$ cat config.mk
export PLATFORM = sky130hd
export DESIGN_NAME = s16x4_sram_responder
export DESIGN_NICKNAME = d
export VERILOG_FILES = /design/src/rtl/s16x4_bus_pkg.sv /design/src/rtl/s16x4_wait_timer.sv /design/src/rtl/s16x4_sram_responder.sv
export SDC_FILE = /design/constraint.sdc
export NUM_CORES = 1
export LEC_CHECK = 0
export ABC_AREA = 1
export BUFFER_PORTS_ARGS = -buffer_cell sky130_fd_sc_hd__buf_2
export CORE_AREA = 3 3 75 77
export CTS_CLUSTER_SIZE = 14
export DETAILED_ROUTE_END_ITERATION = 8
export DIE_AREA = 0 0 78 80
export PLACE_DENSITY_LB_ADDON = 0.1
export SYNTH_ARGS = -nofsm -noshare
export SYNTH_HDL_FRONTEND = slang
export SYNTH_HIERARCHICAL = 1
export SYNTH_SLANG_ARGS = --single-unit
$ cat constraint.sdc
create_clock -name clk_i -period 3.6 [get_ports clk_i]
set_input_delay 0 -clock clk_i [delete_from_list [all_inputs] [get_ports clk_i]]
set_output_delay 0 -clock clk_i [all_outputs]
set_load 0.01 [all_outputs]
$ cat src/rtl/s16x4_bus_pkg.sv
// rtl/s16x4_bus_pkg.sv - shared types and constants for the STEAMER16X4 bus responders
package s16x4_bus_pkg;

   localparam int CNT_W = 4;

   localparam logic [1:0] LANE_HI   = 2'b10;
   localparam logic [1:0] LANE_LO   = 2'b01;
   localparam logic [1:0] LANE_WORD = 2'b11;

   typedef enum logic [1:0] {
      IDLE,
      ACCESS,
      ACK
   } state_t;

   // Byte writes arrive in the low half, so mirror them onto both lanes.
   function automatic logic [15:0] steer_wdata(input logic [1:0] stb, input logic [15:0] d);
      return (stb == LANE_WORD) ? d : {d[7:0], d[7:0]};
   endfunction

endpackage

$ cat src/rtl/s16x4_wait_timer.sv
// rtl/s16x4_wait_timer.sv - loadable wait-state down-counter shared by the bus responders
module s16x4_wait_timer
   import s16x4_bus_pkg::*;
(
   input  logic             clk_i,
   input  logic             res_i,
   input  logic             load_i,
   input  logic             clr_i,
   input  logic             dec_i,
   input  logic [CNT_W-1:0] value_i,
   output logic             done_o
);

   logic [CNT_W-1:0] cnt_q;

   always_ff @(posedge clk_i) begin
      if (res_i || clr_i) begin
         cnt_q <= '0;
      end else if (load_i) begin
         cnt_q <= value_i;
      end else if (dec_i && (cnt_q != '0)) begin
         cnt_q <= cnt_q - CNT_W'(1);
      end
   end

   assign done_o = (cnt_q == CNT_W'(1));

endmodule

$ cat src/rtl/s16x4_sram_responder.sv
// rtl/s16x4_sram_responder.sv - STEAMER16X4 bus to asynchronous SRAM responder with fixed wait states
module s16x4_sram_responder
   import s16x4_bus_pkg::*;
#(
   parameter int WAIT_CYCLES = 3
) (
   input  logic        clk_i,
   input  logic        res_i,
   input  logic [14:0] adr_i,
   input  logic        we_i,
   input  logic        cyc_i,
   input  logic [1:0]  stb_i,
   input  logic        vda_i,
   input  logic        vpa_i,
   input  logic [15:0] dat_i,
   output logic        ack_o,
   output logic [15:0] dat_o,
   output logic [14:0] sram_a_o,
   output logic [15:0] sram_d_o,
   output logic        sram_d_oe_o,
   input  logic [15:0] sram_d_i,
   output logic        sram_ce_n_o,
   output logic        sram_oe_n_o,
   output logic        sram_we_n_o,
   output logic        sram_ub_n_o,
   output logic        sram_lb_n_o
);

   state_t      state_q;
   logic        we_q;
   logic        ack_q;
   logic [15:0] dat_q;
   logic [14:0] a_q;
   logic [15:0] d_q;
   logic        d_oe_q;
   logic        ce_n_q, oe_n_q, we_n_q, ub_n_q, lb_n_q;

   logic pending;
   logic t_load, t_clr, t_dec, t_done;
   logic unused_qual;

   assign pending     = cyc_i & (stb_i != 2'b00);
   assign unused_qual = vda_i | vpa_i;

   assign t_load = (state_q == IDLE) && pending;
   assign t_clr  = (state_q == ACCESS) && !cyc_i;
   assign t_dec  = (state_q == ACCESS);

   s16x4_wait_timer u_timer (
      .clk_i   (clk_i),
      .res_i   (res_i),
      .load_i  (t_load),
      .clr_i   (t_clr),
      .dec_i   (t_dec),
      .value_i (CNT_W'(WAIT_CYCLES)),
      .done_o  (t_done)
   );

   always_ff @(posedge clk_i) begin
      if (res_i) begin
         state_q <= IDLE;
         we_q    <= 1'b0;
         ack_q   <= 1'b0;
         dat_q   <= '0;
         a_q     <= '0;
         d_q     <= '0;
         d_oe_q  <= 1'b0;
         ce_n_q  <= 1'b1;
         oe_n_q  <= 1'b1;
         we_n_q  <= 1'b1;
         ub_n_q  <= 1'b1;
         lb_n_q  <= 1'b1;
      end else begin
         case (state_q)
            IDLE: begin
               ack_q <= 1'b0;
               if (pending) begin
                  state_q <= ACCESS;
                  we_q    <= we_i;
                  a_q     <= adr_i;
                  d_q     <= steer_wdata(stb_i, dat_i);
                  d_oe_q  <= we_i;
                  ce_n_q  <= 1'b0;
                  oe_n_q  <= we_i;
                  we_n_q  <= ~we_i;
                  ub_n_q  <= ~stb_i[1];
                  lb_n_q  <= ~stb_i[0];
               end
            end
            ACCESS: begin
               if (!cyc_i) begin
                  state_q <= IDLE;
                  d_oe_q  <= 1'b0;
                  ce_n_q  <= 1'b1;
                  oe_n_q  <= 1'b1;
                  we_n_q  <= 1'b1;
                  ub_n_q  <= 1'b1;
                  lb_n_q  <= 1'b1;
               end else if (t_done) begin
                  if (!we_q) begin
                     dat_q <= sram_d_i;
                  end
                  state_q <= ACK;
                  ack_q   <= 1'b1;
                  ce_n_q  <= 1'b1;
                  oe_n_q  <= 1'b1;
                  we_n_q  <= 1'b1;
               end
            end
            // Lanes stay enabled and write data stays driven through ACK for hold time.
            ACK: begin
               state_q <= IDLE;
               ack_q   <= 1'b0;
               d_oe_q  <= 1'b0;
               ub_n_q  <= 1'b1;
               lb_n_q  <= 1'b1;
            end
            default: begin
               state_q <= IDLE;
               ack_q   <= 1'b0;
            end
         endcase
      end
   end

   assign ack_o       = ack_q;
   assign dat_o       = dat_q;
   assign sram_a_o    = a_q;
   assign sram_d_o    = d_q;
   assign sram_d_oe_o = d_oe_q;
   assign sram_ce_n_o = ce_n_q;
   assign sram_oe_n_o = oe_n_q;
   assign sram_we_n_o = we_n_q;
   assign sram_ub_n_o = ub_n_q;
   assign sram_lb_n_o = lb_n_q;

endmodule

==> Yosys cells after proc, flatten, opt, wreduce, memory -nomap -nowiden <==
Cells that the tools add are included.
{ "totals": {"reg_bits": 61, "output_inout_bits": 54, "inputBits": 55} }
{ "op_classes": {"reduce_logical": 19, "eq_ne": 7, "n_mux": 22, "addsub": 1, "n_bitwise": 6} }
{ "ops": {"columns": ["op", "count"], "rows": [
  ["$mux 16", 1],
  ["$mux 2", 5],
  ["$mux 1", 9],
  ["$pmux 1 s3", 3],
  ["$pmux 1 s2", 3],
  ["$reduce_and 2->1", 3],
  ["$reduce_and 3->1", 2],
  ["$reduce_bool 2->1", 3],
  ["$not 1->1", 5],
  ["$eq 2x2->1 const B", 2],
  ["$eq 4x1->1 const B", 1],
  ["$ne 2x2->1 const B", 2],
  ["$pmux 2 s2", 1],
  ["$reduce_and 4->1", 1],
  ["$reduce_bool 4->1", 1],
  ["$reduce_or 2->1", 2],
  ["$sub 4x1->4 const B", 1],
  ["$logic_and 1x1->1", 3],
  ["$ne 3x3->1 const B", 1],
  ["$reduce_bool 3->1", 1],
  ["$eq 2x1->1 const B", 1],
  ["$logic_not 2->1", 1],
  ["$and 1x1->1", 1],
  ["$logic_not 1->1", 1],
  ["$logic_or 1x1->1", 1]
]} }

==> Logic depth before layout (Yosys ltp) <==
Gate-level depths: netlist of run 1.
{ "depth": {"ltp_word": 4, "depth_mapped": 10} }

==> Hierarchy <==
Netlist of run 1, hierarchy kept.
{ "modules_own_cells": {"columns": ["module", "seq_area_each_um2", "area_each_um2", "instances", "cells_each"], "rows": [
  ["s16x4_sram_responder", 1141.1, 2270.9, 1, 309],
  ["s16x4_wait_timer", 80.1, 290.3, 1, 46]
]} }

==> Worst setup path after synthesis of run 1 <==
No wires, ideal clock.
{ "synth_timing": {"path_kind": "register to register", "from": "register state_q[0]", "to": "register u_timer.cnt_q[1]", "arrival_time_ns": 1.370, "n_path_buf": 1, "stages_incl_launch_ff": 10, "setup_ns": 0.116, "setup_slack_ns": 2.114, "path_cell_list": "dfxtp_1 -> inv_1 -> ha_1 -> nand3_2 -> inv_2 -> buf_4 -> inv_1 -> nand2_4 -> o21ai_0 -> nor2_1"} }
{ "synth_via": {"elab_chain_cells": 3} }
{ "synth_rtl": {"columns": ["element", "line_no", "rtl"], "rows": [
  ["start, declared", "s16x4_sram_responder.sv:29", "state_t state_q;"],
  ["start signal, assigned", "s16x4_sram_responder.sv:61", "state_q <= IDLE;"],
  ["start signal, assigned", "s16x4_sram_responder.sv:78", "state_q <= ACCESS;"],
  ["start signal, assigned", "s16x4_sram_responder.sv:92", "state_q <= IDLE;"],
  ["$logic_not 2->1 *", "s16x4_sram_responder.sv:45", "assign t_load = (state_q == IDLE) && pending;"],
  ["$logic_and 1x1->1 *", "s16x4_sram_responder.sv:45", null],
  ["named net t_load", "s16x4_sram_responder.sv:39", "logic t_load, t_clr, t_dec, t_done;"],
  ["$mux 2 / $reduce_bool 2->1 (equally long branches)", null, null],
  ["end signal, assigned", "s16x4_wait_timer.sv:20", "cnt_q <= value_i;"],
  ["end signal, assigned", "s16x4_wait_timer.sv:22", "cnt_q <= cnt_q - CNT_W'(1);"],
  ["end, declared", "s16x4_wait_timer.sv:14", "logic [CNT_W-1:0] cnt_q;"]
]} }
The timed path passes the listed nets; every way through them passes the cells marked *.
A chain may end at the register's enable or synchronous reset.

==> Worst setup path after layout of run 1 <==
{ "layout_timing": {"from": "register state_q[1]", "to": "register u_timer.cnt_q[1]"} }
{ "layout_via": {"elab_chain_cells": 3} }
{ "layout_rtl": {"columns": ["element", "line_no"], "rows": [
  ["$eq 2x1->1 / $logic_not 2->1 (equally long branches)", "s16x4_sram_responder.sv:46, s16x4_sram_responder.sv:47, s16x4_sram_responder.sv:45"],
  ["$logic_and 1x1->1, on equally long branches", "s16x4_wait_timer.sv:21, s16x4_sram_responder.sv:45, s16x4_sram_responder.sv:46"],
  ["$reduce_bool 2->1 (no line) (tied with other cells)", null]
]} }
Parallel ways exist; a longest one is shown, timed or not.

==> results of run 1 <==
-- how the worst min path moves through the flow --
stage / start / to / depth (start not counted)
4_1_cts: dat_i[15] / sram_d_o[15] / 5
2_1_floorplan: dat_i[6] / sram_d_o[6] / 2
3_3_place_gp: sram_d_i[15] / dat_o[15] / 3
5_1_grt: dat_i[15] / sram_d_o[15] / 5
3_5_place_dp: adr_i[7] / sram_a_o[7] / 3
6_report: dat_i[10] / sram_d_o[10] / 5
-- per-layer routing --
layer  wire, um  part of all wire [%]  vias to the layer above
met5          0                     0                        -
met4         78                   1.2                        0
met3        358                   5.4                        7
met2       3150                    47                       73
met1       3060                    46                     1232
li1           -                     -                     1414
-- repair_timing --
item,4_1_cts,5_1_grt
hold buffers,40,0
hold endpoints to repair,40,0
gates resized for setup,0,0
-- metrics by stage --
step | power (mW) | instances | utilization, % | instance area [um2]
3_3_place_gp | 1.10 | 517 | 61.2 | 3100
3_5_place_dp | 1.11 | 517 | 61.2 | 3100
4_1_cts | 1.77 | 573 | 73.2 | 3710
5_1_grt | 1.86 | 573 | 73.2 | 3710
2_1_floorplan | 1.00 | 357 | - | 2570
6_report | 1.76 | 573 | 73.2 | 3710
-- cells by family (layout without fill, tap and decap cells) --
logic type / count (synthesis) / count (layout) / share of synthesized area, %
AO/OA/AOI/OAI: 59 / 59 / 11.7
XOR/XNOR: 1 / 1 / 0.342
adder cells (fa/ha/maj): 6 / 6 / 2.93
buffers and inverters: 36 / 182 / 6.30
flip-flops: 61 / 61 / 47.7
other: 2 / 4 / 0.293
AND/OR/NAND/NOR: 190 / 190 / 30.8
-- state kept, by name (all words and copies together), names as in the netlist --
register / flops
ack_o: 1
sram_d_o: 16
sram_lb_n_o: 1
dat_o: 16
sram_ce_n_o: 1
state_q: 2
sram_a_o: 15
sram_we_n_o: 1
sram_d_oe_o: 1
sram_oe_n_o: 1
sram_ub_n_o: 1
u_timer/cnt_q: 4
we_q: 1
-- final cells by class --
cell class	instances	area (um2)
Inverter	19	71.3
Clock buffer	11	151
Sequential cell	61	1220
Multi-Input combinational cell	260	1190
Clock inverter	5	58.8
Fill cell	434	1360
Tap cell	70	87.6
Timing Repair Buffer	147	938
-- Yosys cell counts (all sizes together), types with 2 or more instances --
master and count:
nand2 118, dfxtp 61, nor2 43, a21oi 36, o21ai 23, nand3 22, inv 19, buf 10
clkbuf 7, ha 6, nand4 3, conb 2, or2 2
-- power breakdown --
| group | switching [mW] | internal, mW | leakage [nW] |
|---|---|---|---|
| Clock | 0.269 | 0.357 | 0.102 |
| Combinational | 0.211 | 0.159 | 1.21 |
| Sequential | 0.0298 | 0.730 | 0.498 |
-- cell usage in the layout, fill, tap and decap left out, types with 2 or more instances in the layout --
cell           netlist  routed
ha_1                 6       6
or2_2                2       2
nand3_1             20      20
dlygate4sd3_1        0      40
inv_2                5       5
o21ai_0             23      23
a21oi_1             35      35
nor2_1              43      43
clkbuf_8             0      11
conb_1               2       4
buf_2                6     106
inv_1               14      14
nand2_1            116     116
nand4_1              3       3
dfxtp_1             61      61
clkinvlp_4           0       2
-- critical path, stage by stage (launching register included) --
cell,delay (ns)
dfxtp_1,0.31
inv_1,0.11
ha_1,0.22
nand3_2,0.10
inv_2,0.48
inv_1,0.21
nand2_4,0.14
inv_2,0.04
nor2_1,0.09
nor2_1,0.05
==> impl_metrics.csv, run 1 <==
group,metric,value,unit
timing,fmax,534,MHz
routing,firstDrtPassIters,5,
yosys,synth_edf_count,0,
cts,post-cts-setup-buffers,0,
routing,wl_per_cell,11.6,um
place,dp_hpwl,4.17,mm
die,dieArea,6240,um2
die,die_y,80,um
grt,grt_use_met2,36.8,%
setup_path,cp-endpoint,"u_timer/cnt_q[1]",
grt,grt_max_degree,41,
grt,antenna_found_initial,0,
timing,slew_headroom,53.9,%
yosys,synth.distinct_cells,24,
timing,tightest_slew,0.691,ns
run,maxCapViolCount,0,
setup_path,worstSetupStartpointType,"register",
finish,drive_gt1_share,26.8,%
finish,diodes,0,
timing,fin_skew,0.00768,ns
place,gp_congestion,0.779,
die,placementRows,26,
timing,final_hold_viol_count,0,
setup_path,startpoint,"state_q[1]",
yosys,synth_flop_cell,"dfxtp_1",
grt,busiest_layer,"met2",
timing,rsz0062_at_grt,"no",
yosys,synth_seq_area_share,47.7,%
setup_path,crit_required,3.82,ns
yosys,yosysTopAreaCellShare,47.7,%
cts,clock_path_buffers,2,
routing,drt-vias-per-instance,4.76,
yosys,synthTopCellsByArea,"dfxtp_1 (48%), nand2_1 (17%), a21oi_1 (6.8%), nor2_1 (6.3%), o21ai_0 (4.5%)",
setup_path,rr_worst_depth,9,
die,start_util,50.5,%
cts,path_clk_slew,0.07,ns
power_and_ir_drop,power_density,473,nW/um2
yosys,synth-seq-cells,61,
place,port_buffers,106,
setup_path,cp-end-kind,"register",
timing,worst_slack,1.73,ns
routing,vias,2726,
routing,post-route-drc-count,0,
grt,grt_overflow_total,0,
setup_path,r2r_slack,1.73,ns
yosys,netlist_instances,355,
grt,grt_use_met3,4.29,%
place,pre_cts_ws,1.71,ns
finish,syn2layout_area_growth,45.0,%
timing,setup_viol,0,
die,core-area,5070,um2
power_and_ir_drop,ir_drop,0.320,mV
cts,cts_tree,"done",
setup_path,worstSetupPathType,"register to register",
yosys,yosysWarnings,6,
setup_path,arrival,2.09,ns
routing,routed_wl,6.65,mm
grt,grt_pass1_vias,2503,
cts,numCtsBuffers,9,
finish,final_nets,559,
die,ios,109,
timing,slew_viol_final,0,
run_status,outcome,"complete, no violations",
grt,use_met1,27.9,%
routing,drt_iter0_drc,119,
timing,min_period,1.87,ns
timing,fin_setup_tns,0,ns
cts,clockRootBuffer,"clkbuf_8",
setup_path,crit_fanout,40,
yosys,synth_area,2560,um2
cts,clkLatencyLatePin,0.33,ns
grt,grt_usage,22.3,%
yosys,async_flop_share,0,%
timing,fin_hold_ws,0.0309,ns
cts,htree_num_levels,3,
power_and_ir_drop,p_leak,1.81,nW
yosys,synth_largest_area_cell,"dfxtp_1",
routing,ant_nets,0,
grt,grt_pass1_wl,11.2,mm
setup_path,reg2reg_from,"state_q[1]",
die,die_width,78,um
cts,clock-sinks,61,
setup_path,r2r-end,"u_timer/cnt_q[1]",
yosys,synth_area_per_cell,7.21,um2
min_path,hp-class,"input pin to register",
timing,timing.final.crit_share,52.0,%
Power figures use the tool's default switching activity.
==> run 2, diff against run 1 <==
- CORE_AREA: 3 3 75 77 -> 3 3 82 84
- DIE_AREA: 0 0 78 80 -> 0 0 85 87
- clock period: 3.6 -> 1.55 ns (I/O delays scaled with it)
==> impl_metrics.csv, run 2 (synthesis gave the netlist of run 1 again) <==
group,metric,value,unit
finish,instances_no_fill,588,
die,start_util,42.8,%
grt,antenna_found_initial,0,
power_and_ir_drop,p_leak,1.86,nW
timing,min_period,1.49,ns
routing,vias,2726,
timing,fin_setup_tns,0,ns
routing,firstDrtPassIters,4,
die,placementRows,28,
power_and_ir_drop,ir_drop,0.601,mV
run_status,outcome,"complete, no violations",
finish,final_cell_mix,"nand2_1 (116), buf_2 (106), dfxtp_1 (60)",
die,die_width,85,um
setup_path,crit_fanout,10,
routing,ant_nets,0,
die,core-area,5990,um2
place,dp.cells,532,
setup_path,arrival,1.71,ns
finish,drive_gt1_share,29.4,%
place,dp_hpwl,4.58,mm
timing,slew_headroom,57.9,%
cts,clkLatencyLatePin,0.33,ns
setup_path,crit_required,1.77,ns
min_path,hp-class,"input pin to register",
place,port_buffers,106,
routing,wl_per_cell,11.8,um
setup_path,cp-end-kind,"register",
cts,clock-sinks,61,
timing,fin_hold_ws,0.00919,ns
cts,post-cts-setup-buffers,0,
routing,drt_iter0_drc,82,
cts,cts_tree,"done",
setup_path,rr_worst_depth,9,
timing,final_hold_viol_count,0,
grt,grt_max_degree,35,
die,die_y,87,um
place,gp_congestion,0.815,
timing,fmax,673,MHz
setup_path,worstSetupPathType,"register to register",
grt,grt_pass1_wl,11.3,mm
setup_path,crit_path_top_delay_cell,"dfxtp_1",
cts,clockRootBuffer,"clkbuf_8",
die,ios,109,
timing,fin_skew,0.00493,ns
setup_path,max_stage_delay,0.32,ns
cts,path_clk_slew,0.07,ns
timing,setup_viol,0,
finish,syn2layout_area_growth,49.3,%
routing,routed_wl,6.95,mm
finish,layout_commonest_cell,"nand2_1",
grt,grt_overflow_total,0,
setup_path,path_cells,"inv_1 > ha_1 > nor3b_4 > nand2_1 > inv_2 > nand3_4 > buf_4 > o21ai_0 > nor2_1",
finish,final_nets,569,
cts,numCtsBuffers,9,
min_path,hold_path_depth,3,
timing,slew_viol_final,0,
routing,drt-vias-per-instance,4.64,
routing,post-route-drc-count,0,
cts,clock_path_buffers,2,
grt,grt_pass1_vias,2514,
timing,tightest_slew,0.631,ns
finish,diodes,0,
setup_path,worstSetupStartpointType,"register",
power_and_ir_drop,power_density,1030,nW/um2
run,maxCapViolCount,0,
timing,rsz0062_at_grt,"yes",
grt,grt_usage,19.0,%
cts,htree_num_levels,3,
die,dieArea,7400,um2
timing,timing.final.crit_share,95.9,%
[run 2: cell count changes in the layout (fill, tap and decap cells not counted), moves of 2 or more]
cell      previous run  this run
clkinv_2             1         4
ha_1                 6         4
buf_4                1         9
o21ai_0             23        13
o21ai_1              0         9
[run 2: worst paths after layout]
kind                                       start  slack (ns)          end
worst max-delay path            u_timer/cnt_q[1]        0.06     dat_o[5]
worst min-delay path                        we_i       0.009         we_q
worst max register to register  u_timer/cnt_q[1]        0.06     dat_o[5]
worst min register to register       sram_lb_n_o        0.46  sram_lb_n_o
[run 2: layer usage]
layer / global-route usage, % / share of wire, % / routed length [um]
met1: 23.5 / 45 / 3100
met2: 31.2 / 48 / 3300
met3: 6.81 / 6.3 / 436
met4: 5.32 / 1.6 / 110
met5: 0 / 0 / 0
[run 2: layout make-up]
type	count	area [um2]
Multi-Input combinational cell	260	1220
Inverter	19	77.6
Sequential cell	61	1220
Timing Repair Buffer	157	1030
Tap cell	75	93.8
Clock buffer	12	155
Clock inverter	4	22.5
Fill cell	545	2170
[run 2: what timing repair did]
action / CTS / global route
gates resized for setup: 1 / 23
gates cloned: 0 / 0
hold endpoints to repair: 40 / 0
setup endpoints to repair: 1 / 56
hold buffers: 40 / 0
[run 2: stage by stage]
step / worst slack (ns) / cell area [um2] / power [mW] / utilization, %
6_report: 0.0638 / 3820 / 3.95 / 63.8
5_1_grt: -0.0464 / 3820 / 4.21 / 63.8
4_1_cts: 0.000365 / 3780 / 3.98 / 63.1
3_5_place_dp: 0.0109 / 3200 / 2.62 / 53.4
3_3_place_gp: 0.0736 / 3200 / 2.61 / 53.4
2_1_floorplan: 0.0644 / 2570 / 2.33 / -
[run 2: worst max-delay path, delay by kind of cell (launching register included)]
family | cells | cell delay [ns]
simple gates | 4 | 0.39
buf+inv | 3 | 0.34
flops | 1 | 0.32
compound gates | 1 | 0.17
fa+ha+maj | 1 | 0.15
[run 2: where the power goes]
group	internal [mW]	total (mW)	switching [mW]
sequential	1.70	1.77	0.0700
combinational	0.425	0.942	0.517
clock	0.659	1.24	0.585
